$ cat config.mk
export PLATFORM = sky130hd
export DESIGN_NAME = rv_fetch
export DESIGN_NICKNAME = d
export VERILOG_FILES = /design/src/rtl/rv_fetch.sv
export SDC_FILE = /design/constraint.sdc
export NUM_CORES = 1
export LEC_CHECK = 0
export ABC_CLOCK_PERIOD_IN_PS = 14980
export CORE_UTILIZATION = 44
export DETAILED_ROUTE_END_ITERATION = 16
export GPL_TIMING_DRIVEN = 1
export PLACE_DENSITY = 0.7
export SYNTH_ARGS = -nofsm -noshare
export SYNTH_HDL_FRONTEND = slang
export SYNTH_SLANG_ARGS = --single-unit
$ cat constraint.sdc
create_clock -name i_clk -period 14.98 [get_ports i_clk]
set_input_delay 2.996 -clock i_clk [delete_from_list [all_inputs] [get_ports i_clk]]
set_output_delay 2.996 -clock i_clk [all_outputs]
set_load 0.02 [all_outputs]
$ cat src/rtl/rv_fetch.sv
// ---------------------------------------------------------------------------
// rv_fetch -- instruction fetch stage for the pipelined core.
//
// Holds the fetch PC, runs a single-outstanding request/ack instruction bus
// and buffers returned words in a two-entry queue (head register + skid)
// toward decode. Head validity is reported to the hazard/control unit.
//
// Optional build macro: RV_FETCH_BUS_ERR_EN
//   When defined, adds i_bus_err / o_fault and the S_HALT state. An erroring
//   ack pushes a faulted NOP entry and halts fetch until the next redirect.
//   When undefined, the bus is treated as error-free.
//
// Ports:
//   i_clk        clock, all state on the rising edge
//   i_reset      asynchronous active-high reset
//   i_stall      control-unit stall; head entry is not consumed while high
//   i_pc_sel     execute-stage redirect strobe
//   i_pc_target  redirect target, low two bits forced to zero
//   o_bus_req    instruction bus request (registered)
//   o_bus_addr   word address of the outstanding request
//   i_bus_ack    single-cycle ack, i_bus_data valid in the same cycle
//   i_bus_data   returned instruction word
//   i_bus_err    (optional) ack carries a bus error
//   o_fault      (optional) head entry is a faulted fetch
//   o_fetch_ack  head entry valid
//   o_instr      head instruction, NOP_INSTR when no entry is valid
//   o_pc         PC of the head instruction
//   o_pc_p4      o_pc + 4, modulo 2^32
//
// States:
//   state     | meaning
//   S_RESET   | first cycle after reset, no request yet
//   S_RUN     | normal fetch, acked words are queued
//   S_DISCARD | redirect hit a pending request; wait for its ack and drop it
//   S_HALT    | (optional) bus error seen; no requests until a redirect
// ---------------------------------------------------------------------------
module rv_fetch #(
    parameter logic [31:0] RESET_VECTOR = 32'h0000_0000,
    parameter logic [31:0] NOP_INSTR    = 32'h0000_0013
) (
    input  logic        i_clk,
    input  logic        i_reset,
    input  logic        i_stall,
    input  logic        i_pc_sel,
    input  logic [31:0] i_pc_target,
    output logic        o_bus_req,
    output logic [31:0] o_bus_addr,
    input  logic        i_bus_ack,
    input  logic [31:0] i_bus_data,
`ifdef RV_FETCH_BUS_ERR_EN
    input  logic        i_bus_err,
    output logic        o_fault,
`endif
    output logic        o_fetch_ack,
    output logic [31:0] o_instr,
    output logic [31:0] o_pc,
    output logic [31:0] o_pc_p4
);

`ifdef RV_FETCH_BUS_ERR_EN
    typedef enum logic [1:0] {
        S_RESET   = 2'd0,
        S_RUN     = 2'd1,
        S_DISCARD = 2'd2,
        S_HALT    = 2'd3
    } state_t;
`else
    typedef enum logic [1:0] {
        S_RESET   = 2'd0,
        S_RUN     = 2'd1,
        S_DISCARD = 2'd2
    } state_t;
`endif

    state_t      state, state_next;

    logic [31:0] r_pc, pc_next;
    logic [31:0] r_addr, addr_next;
    logic        r_req, req_next;
    logic [1:0]  r_cnt, cnt_next;

    // queue entry 0 is the head, entry 1 is the skid slot
    logic [31:0] q0_instr, q0_instr_next;
    logic [31:0] q0_pc, q0_pc_next;
    logic        q0_fault, q0_fault_next;
    logic [31:0] q1_instr, q1_instr_next;
    logic [31:0] q1_pc, q1_pc_next;
    logic        q1_fault, q1_fault_next;

    logic        ack_v;
    logic        pending;
    logic        consume;
    logic        capture;
    logic        bus_err;
    logic [1:0]  base;
    logic [31:0] cap_instr;

`ifdef RV_FETCH_BUS_ERR_EN
    assign bus_err = i_bus_err;
`else
    assign bus_err = 1'b0;
`endif

    always_comb begin
        state_next    = state;
        pc_next       = r_pc;
        cnt_next      = r_cnt;
        q0_instr_next = q0_instr;
        q0_pc_next    = q0_pc;
        q0_fault_next = q0_fault;
        q1_instr_next = q1_instr;
        q1_pc_next    = q1_pc;
        q1_fault_next = q1_fault;
        base          = r_cnt;

        // acks only count against a live request
        ack_v     = r_req & i_bus_ack;
        pending   = r_req & ~i_bus_ack;
        consume   = (r_cnt != 2'd0) & ~i_stall;
        capture   = (state == S_RUN) & ack_v & ~i_pc_sel;
        cap_instr = bus_err ? NOP_INSTR : i_bus_data;

        case (state)
            S_RESET: begin
                state_next = S_RUN;
            end
            S_RUN: begin
                if (i_pc_sel) begin
                    // the in-flight address can't be changed, so wait it out
                    if (pending) begin
                        state_next = S_DISCARD;
                    end
                end else if (capture && bus_err) begin
`ifdef RV_FETCH_BUS_ERR_EN
                    state_next = S_HALT;
`endif
                end
            end
            S_DISCARD: begin
                if (ack_v) begin
                    state_next = S_RUN;
                end
            end
`ifdef RV_FETCH_BUS_ERR_EN
            S_HALT: begin
                if (i_pc_sel) begin
                    state_next = S_RUN;
                end
            end
`endif
            default: begin
                state_next = S_RUN;
            end
        endcase

        if (i_pc_sel) begin
            pc_next = i_pc_target & 32'hFFFF_FFFC;
        end else if (capture && !bus_err) begin
            pc_next = r_pc + 32'd4;
        end

        if (i_pc_sel) begin
            cnt_next = 2'd0;
        end else begin
            if (consume) begin
                base          = r_cnt - 2'd1;
                q0_instr_next = q1_instr;
                q0_pc_next    = q1_pc;
                q0_fault_next = q1_fault;
            end
            // new word lands in the first free slot after any pop
            if (capture) begin
                if (base == 2'd0) begin
                    q0_instr_next = cap_instr;
                    q0_pc_next    = r_pc;
                    q0_fault_next = bus_err;
                end else begin
                    q1_instr_next = cap_instr;
                    q1_pc_next    = r_pc;
                    q1_fault_next = bus_err;
                end
            end
            cnt_next = base + {1'b0, capture};
        end

        // a pending request keeps its address; otherwise track the fetch PC
        req_next  = pending |
                    (((state_next == S_RUN) || (state_next == S_DISCARD)) &&
                     (cnt_next <= 2'd1));
        addr_next = pending ? r_addr : pc_next;
    end

    always_ff @(posedge i_clk or posedge i_reset) begin
        if (i_reset) begin
            state    <= S_RESET;
            r_pc     <= RESET_VECTOR;
            r_addr   <= RESET_VECTOR;
            r_req    <= 1'b0;
            r_cnt    <= 2'd0;
            q0_instr <= NOP_INSTR;
            q0_pc    <= RESET_VECTOR;
            q0_fault <= 1'b0;
            q1_instr <= NOP_INSTR;
            q1_pc    <= RESET_VECTOR;
            q1_fault <= 1'b0;
        end else begin
            state    <= state_next;
            r_pc     <= pc_next;
            r_addr   <= addr_next;
            r_req    <= req_next;
            r_cnt    <= cnt_next;
            q0_instr <= q0_instr_next;
            q0_pc    <= q0_pc_next;
            q0_fault <= q0_fault_next;
            q1_instr <= q1_instr_next;
            q1_pc    <= q1_pc_next;
            q1_fault <= q1_fault_next;
        end
    end

    // outputs decode registers only; no combinational path from i_stall
    assign o_bus_req   = r_req;
    assign o_bus_addr  = r_addr;
    assign o_fetch_ack = (r_cnt != 2'd0);
    assign o_instr     = (r_cnt != 2'd0) ? q0_instr : NOP_INSTR;
    assign o_pc        = q0_pc;
    assign o_pc_p4     = q0_pc + 32'd4;

`ifdef RV_FETCH_BUS_ERR_EN
    assign o_fault = (r_cnt != 2'd0) & q0_fault;
`else
    // fault flags only matter when bus errors are reported
    logic unused_fault;
    assign unused_fault = q0_fault ^ q1_fault;
`endif

endmodule
# Yosys cells after proc, flatten, opt, wreduce, memory -nomap -nowiden
# Cells that the tools add are included.
dict set report op_classes {
  n_addsub 4
  mul 0
  n_div 0
  order_cmp 1
  n_eq_ne 4
  shifts 0
  mux 16
  bitwise 10
  n_reduce_logical 5
}
# cell n
set ops {}
lappend ops {{$mux W32} 9}
lappend ops {{$add A32 B3 Y32 const B} 2}
lappend ops {{$mux W2} 6}
lappend ops {{$and A1 B1 Y1} 5}
lappend ops {{$eq A2 B1 Y1 const B} 2}
lappend ops {{$eq A2 B2 Y1 const B} 2}
lappend ops {{$not A1 Y1} 4}
lappend ops {{$pmux W2 S2} 1}
lappend ops {{$reduce_and A3 Y1} 1}
lappend ops {{$add A2 B1 Y2} 1}
lappend ops {{$le A2 B1 Y1 const B} 1}
lappend ops {{$logic_not A2 Y1} 1}
lappend ops {{$reduce_bool A2 Y1} 1}
lappend ops {{$sub A2 B1 Y2 const B} 1}
lappend ops {{$logic_and A1 B1 Y1} 1}
lappend ops {{$logic_or A1 B1 Y1} 1}
lappend ops {{$or A1 B1 Y1} 1}
dict set report word_totals {
  ff_bits 197
  latchBits 0
  mem_bits_rw 0
  rom_bits 0
  input_bits 69
  output_inout_bits 130
  wordCells 49
  n_memories 0
}

# Longest topological paths before layout
# Gate-level depths: netlist of the first run.
dict set report logic_depth {
  depth_word 9
  ltp_mapped 10
  mapped_depth_nobuf 8
}

# Worst setup path before layout of the first run
# No wires, ideal clock.
dict set report synth_path {
  path_kind {register to output}
  from {register q0_pc[8], in the netlist o_pc[8]}
  to {output o_pc_p4[18]}
  t_arrival_ns 1.951
  required_ns 11.984
  path_slack_ns 10.033
  path_stages_with_launch 6
  path_buffers 0
  path_cell_list {dfrtp_1 -> and4_1 -> nand4_1 -> nor3_2 -> and3_1 -> xor2_1}
}
dict set report synth_via {
  elab_chain_len 1
}
# item line
set synth_rtl {}
lappend synth_rtl {{start, declared} 84} ;# logic [31:0] q0_pc, q0_pc_next;
lappend synth_rtl {{start signal, assigned} 213} ;# q0_pc <= q0_pc_next;
lappend synth_rtl {{$add A32 B3 Y32} 227} ;# assign o_pc_p4 = q0_pc + 32'd4;
lappend synth_rtl {{end, declared} 57} ;# output logic [31:0] o_pc_p4
# Every way passes these cells.

# Worst setup path in the final report of the first run
# Ends and elaborated chain as after synthesis.

==> metrics.md, run 1 <==
| Metric | Value |
|---|---|
| Total setup buffers inserted after CTS | 0 |
| Count of cell types in the netlist | between 40 and 50 |
| Detail Placement HPWL | 15700 um |
| Largest net degree at the start of global routing | 123 |
| Clk pwr share | 19.1% |
| Post-Syn Area | 9530 um2 |
| Top_reg_cell synth | dfrtp_1 |
| Slew @ Worst Pin | ~0.94 ns |
| Die height | 149 um |
| Skew-Pair Late Insertion Delay | 0.43 ns |
| Sw Ratio | 38.2% |
| PD cells | 202 nW/um2 |
| Share of cells above drive strength 1 | roughly 15% |
| Mapped Nets | 1005 |
| Family with the most delay on the worst path | simple AND/OR/NAND/NOR gates |
| Peak per-stage delay on the critical path | 0.61 ns |
| Crit path required time | 11.98 ns |
| Status | completed |
| Initial antenna violation count | 0 |
| Initial DRC Count | about 380 |
| Gp weighted congestion | slightly below 0.8 |
| Worst path cell trace | and4_1, nand4_1, nor3_2, and3_1, xor2_1, clkdlybuf4s50_1 |
| Max_slew headroom | between 30% and 40% |
| Io pins | 199 |
| Gate power share | between 40 and 50% |
| Min cycle time layout | just over 6 ns |
| Clock skew | just over 0.01 ns |
| Total Die Area | 22300 um2 |
| Post-synth ARST share | 100% |
| Post-route cell area | roughly 12000 um2 |
| Fin. Hold Viols | 0 |
| Total number of vias | around 7.5k |
| Max-slew violation count | 0 |
| Placed inst area | between 10000 and 15000 um2 |
| DRT Pass-1 Iters | 5 |
| EDFF count, synth | 0 |
| #FFs+latches synth | between 150 and 200 |
| Filler cell count | approximately 1.8k |
| Synthesized instance count | 930 |
| Sequential-to-total area share from yosys stat | 51.8% |
| Cts repair resizes | 0 |
| Num CTS Buffers | 17 |
| Final period util | 40.5% |
| Critical path arrival | 3.07 ns |
| Vias per inst | 5.42 |
| Clock sinks | approximately 200 |
| Final ANT Viol Nets | 0 |
| NetSw | 0.951 mW |
| Hold Crit Class | register to register |
| Post-Route Setup TNS | 0 ns |
| CP Max Fanout | 7 |
| Final setup viols | 0 |
| Core area | 21200 um2 |
| First-pass GRT wire length | 38500 um |
| Clock slew at reported path FFs | 0.08 ns |
| Average cell area after synthesis | 10.2 um2 |
| Antenna cells | 0 |
| Most frequent cells in the layout | clkdlybuf4s50_1 (196), dfrtp_1 (191), nand2_1 (168) |
| Peak supply drop | 95.3 uV |
| Sequential share of power | 36.9% |
| H-tree level count | 4 |
| Layout area overhead | 29.1% |
| Pleak | 5.16 nW |
| GRT overflow | 0 |
| Buffers & Inverters on Critical Path | 1 |
| Gr usage total | ~22% |
| Kind of critical path | register to output port |
| Slowest CP cell | clkdlybuf4s50_1 |
| WL per Instance | 17.4 um |
| Fmax | 165 MHz |
| Unrepaired setup endpoints after global routing | no |
| Initial Utilization | 45.1% |
| CP Launch Type | register |
| Internal | roughly 1.5 mW |
| Via count of the first global-routing pass | 7246 |
| Synth warnings | 0 |
| CTS Buffer Depth | 2 |
| Hold Buf Count CTS | 0 |
| Count of port buffers added during placement | ~200 |
| CP endpoint kind | output port |
| Clock root buffer | clkbuf_16 |
| # DRC | 0 |
| CTS tree | built |
| Routed Wire Length | 24000 um |
| Die width | 149 um |
| Commonest non-fill, non-tap cell in the layout | clkdlybuf4s50_1 |
| Max-cap violations | 0 |
| Rows | 53 |
| Fin nets | around 1.2k |
-- tightest hold or removal path, cell delays in order (launching register included) --
cell	delay, ns
dfrtp_1	0.35
nand2_1	0.05
nand2_1	0.05
-- cells by family after synthesis --
group	Yosys count	synth area share, %
buf+inv	74	3.33
mux	86	10.1
simple gates	400	20.7
xor+xnor	60	5.51
compound gates	107	7.73
fa+ha+maj	6	0.788
flops	197	51.8
-- stage by stage --
step	power, mW	instances	util [%]	worst slack (ns)	hold slack (ns)
6_report	2.49	1382	58.2	8.91	0.471
5_1_grt	2.64	1382	58.2	8.70	0.505
4_1_cts	2.51	1382	58.2	8.87	0.478
3_5_place_dp	2.03	1350	55.2	9.06	0.460
3_3_place_gp	2.00	1350	55.2	9.12	0.455
2_1_floorplan	1.54	930	-	6.62	0.464
-- area by class of cell --
cell class | instances | area [um2] | area share [%]
inverters | 11 | 48.8 | 0.397
clock buffers | 17 | 425 | 3.46
well taps | 275 | 344 | 2.80
flip-flops and latches | 197 | 4940 | 40.1
clock inverters | 15 | 191 | 1.56
repair buffers | 208 | 2050 | 16.7
multi-input cells | 659 | 4300 | 35.0
-- Yosys cell counts, drive strengths merged (11+ instances only) --
cell type | instances | area share [%]
dfrtp | 191 | 50
nand2 | 169 | 6.7
mux2 | 84 | 9.9
nor2 | 83 | 3.3
a31oi | 64 | 4.2
xnor2 | 44 | 4.0
clkbuf | 37 | 1.5
nor2b | 34 | 2.2
and3 | 29 | 1.9
buf | 26 | 1.4
nand3 | 23 | 1.3
a221o | 16 | 1.7
nor3 | 16 | 1.2
xor2 | 16 | 1.5
nand4 | 15 | 0.98
inv | 11 | 0.43
-- state kept, by name, indices dropped and copies added (netlist names) --
register / flops
o_pc: 32
q0_instr: 32
r_pc: 32
q1_instr: 32
r_cnt: 2
o_bus_req: 1
state: 2
q1_pc: 32
o_bus_addr: 32
-- per-layer routing --
layer,vias to the layer above,GRT usage [%],wire length (um)
met3,20,3.46,1180
li1,3557,-,-
met5,-,0,0
met4,0,6.22,330
met1,3696,31.3,11500
met2,214,35.1,11000
-- power by group through the flow --
stage	registers, mW	logic, mW	clock network, mW
detailed placement	0.926	1.10	0
finish	0.919	1.10	0.476
global placement	0.920	1.08	0
global route	0.948	1.18	0.506
floorplan	0.964	0.581	0
CTS	0.918	1.11	0.487
-- final timing paths --
path                                            from                        end  slack, ns  cells past startpoint
max reg2reg                       r_cnt[0]$_DFF_PP0_        o_pc[1]$_DFFE_PP0N_      11.76                     10
min reg2reg                o_bus_addr[2]$_DFFE_PP0N_  o_bus_addr[2]$_DFFE_PP0N_       0.47                      2
min in group asynchronous                    i_reset   q1_instr[10]$_DFFE_PP0P_       3.16                      2
min                        o_bus_addr[2]$_DFFE_PP0N_  o_bus_addr[2]$_DFFE_PP0N_       0.47                      2
max in group asynchronous                    i_reset         r_pc[23]$_DFF_PP0_      10.34                      3
max                              o_pc[8]$_DFFE_PP0N_                o_pc_p4[18]       8.91                      6
Power figures use the tool's default switching activity.
==> run 2, diff against run 1 <==
ABC_CLOCK_PERIOD_IN_PS = 5150   (was 14980)
PLACE_DENSITY = 0.73   (was 0.7)
clock period = 5.15 ns   (was 14.98 ns; I/O delays follow)
==> metrics.md, run 2 (synthesis results as in run 1) <==
| Metric | Value |
|---|---|
| Peak per-stage delay on the critical path | a little over 0.6 ns |
| Peak supply drop | between 200 and 300 uV |
| Final setup viols | 0 |
| Routed Wire Length | 24300 um |
| Gr usage total | 22.5% |
| Reg2Reg Depth | 8 |
| Worst path cell trace | and4_1, nand4_1, nor3_2, and3_1, xor2_1, clkdlybuf4s50_1 |
| Hold Crit Class | register to register |
| CTS Buffer Depth | 2 |
| Status | completed |
| End-of-flow core utilization | 58.5% |
| CP endpoint kind | output port |
| Antenna cells | 0 |
| Slowest CP cell | clkdlybuf4s50_1 |
| Cts repair resizes | 0 |
| Final period util | 78.9% |
| Unrepaired setup endpoints after global routing | no |
| Max-slew violation count | 0 |
| CTS tree | built |
| Clock sinks | ~200 |
| # DRC | 0 |
| Critical path arrival | 3.03 ns |
| GRT overflow | 0 |
| Largest net degree at the start of global routing | 129 |
| Via count of the first global-routing pass | between 7k and 8k |
| Gp weighted congestion | 0.816 |
| Clock skew | just under 0.008 ns |
| Rows | 53 |
| Fin nets | 1172 |
| Final ANT Viol Nets | 0 |
| H-tree level count | 4 |
| Kind of critical path | register to output port |
| DRT Pass-1 Iters | 5 |
| Max_slew headroom | 31.7% |
| Commonest non-fill, non-tap cell in the layout | clkdlybuf4s50_1 |
| Slew @ Worst Pin | 1.02 ns |
| Fin. Hold Viols | 0 |
| Core area | 21200 um2 |
| Total number of vias | 7468 |
| Post-Route Setup TNS | 0 ns |
| Initial antenna violation count | 1 |
| Clock root buffer | clkbuf_16 |
| PD cells | 587 nW/um2 |
| Io pins | 199 |
| Family with the most delay on the worst path | simple AND/OR/NAND/NOR gates |
| First-pass GRT wire length | 39100 um |
| Clock slew at reported path FFs | 0.07 ns |
| Num CTS Buffers | 17 |
| Vias per inst | 5.39 |
| Buffers & Inverters on Critical Path | 1 |
| Min cycle time layout | 4.06 ns |
| Initial Utilization | 45.1% |
| Initial DRC Count | between 400 and 500 |
| Fmax | approximately 250 MHz |
| Hold Buf Count CTS | 0 |
| CP Max Fanout | 7 |
| Max-cap violations | 0 |
| Total Die Area | 22300 um2 |
| Die height | 149 um |
| Worst path depth | 6 |
| Crit path required time | approximately 4 ns |
| Skew-Pair Late Insertion Delay | 0.43 ns |
| Total setup buffers inserted after CTS | 0 |
| Layout area overhead | 29.8% |
| Die width | 149 um |
| WL per Instance | 17.5 um |
| Detail Placement HPWL | 16400 um |
| Share of cells above drive strength 1 | 14.6% |
| Pleak | between 5 and 6 nW |
| CP Launch Type | register |
| Count of port buffers added during placement | 196 |
| WHS Path Cells | 2 |
| Most frequent cells in the layout | clkdlybuf4s50_1 (196), dfrtp_1 (191), nand2_1 (168) |
## run 2: cell types whose count changed in the layout (fill, tap and decap cells not counted)
| cell | before | now |
|---|---|---|
| clkbuf_8 | 0 | 1 |
| clkinv_8 | 2 | 0 |
| clkinv_2 | 1 | 2 |
| bufinv_16 | 2 | 3 |
| buf_4 | 12 | 11 |
| inv_8 | 4 | 2 |
| clkbuf_1 | 0 | 2 |
| buf_12 | 0 | 4 |
| clkinv_4 | 2 | 3 |
| inv_6 | 4 | 2 |
## run 2: layout make-up
| class | instances | area [um2] |
|---|---|---|
| timing repair buffer | 211 | 2120 |
| clock buffer | 20 | 447 |
| inverter | 11 | 45.0 |
| fill | 1768 | 8790 |
| tap | 275 | 344 |
| clock inverter | 12 | 166 |
| sequential | 197 | 4940 |
| multi-input combinational | 659 | 4300 |
## run 2: metal layers
metal | global-route usage [%] | wire length [um] | vias to the layer above | share of wire (%)
met5 | 0 | 13 | - | 0.054
met4 | 6.58 | 199 | 2 | 0.82
met3 | 4.40 | 1380 | 16 | 5.7
met2 | 37.1 | 11700 | 213 | 48
met1 | 30.1 | 11000 | 3682 | 45
li1 | - | - | 3555 | -
## run 2: stage by stage
step	std cells	cell area [um2]	hold WS, ns	setup slack (ns)	power [mW]
2_1_floorplan	930	9530	0.464	1.58	4.49
3_3_place_gp	1353	11800	0.457	1.36	5.84
3_5_place_dp	1353	11800	0.464	1.33	5.92
4_1_cts	1385	12400	0.480	1.05	7.33
5_1_grt	1385	12400	0.493	0.873	7.70
6_report	1385	12400	0.474	1.09	7.26
## run 2: path summary, 6_finish.rpt
check | startpoint | end | slack, ns
max in group asynchronous | i_reset | o_bus_addr[29]$_DFFE_PP0N_ | 3.06
setup / recovery | o_pc[8]$_DFFE_PP0N_ | o_pc_p4[18] | 1.09
hold reg to reg | o_bus_addr[3]$_DFFE_PP0N_ | o_bus_addr[3]$_DFFE_PP0N_ | 0.47
hold / removal | o_bus_addr[3]$_DFFE_PP0N_ | o_bus_addr[3]$_DFFE_PP0N_ | 0.47
min in group asynchronous | i_reset | q1_instr[2]$_DFFE_PP0P_ | 1.19
setup reg to reg | r_cnt[0]$_DFF_PP0_ | q1_instr[17]$_DFFE_PP0P_ | 2.49
## run 2: worst reg2reg max path, cell delays in order, from the launching register on
cell     delay, ns
dfrtp_1       0.40
inv_1         0.10
ha_1          0.15
buf_4         0.36
nor2_1        0.21
and3_1        0.27
nor3b_2       0.26
buf_12        0.37
mux2_2        0.42
## run 2: power by group
part,switching [mW],total [mW],internal (mW)
Combinational,1.62,3.19,1.57
Sequential,0.507,2.69,2.18
Clock,0.591,1.38,0.789
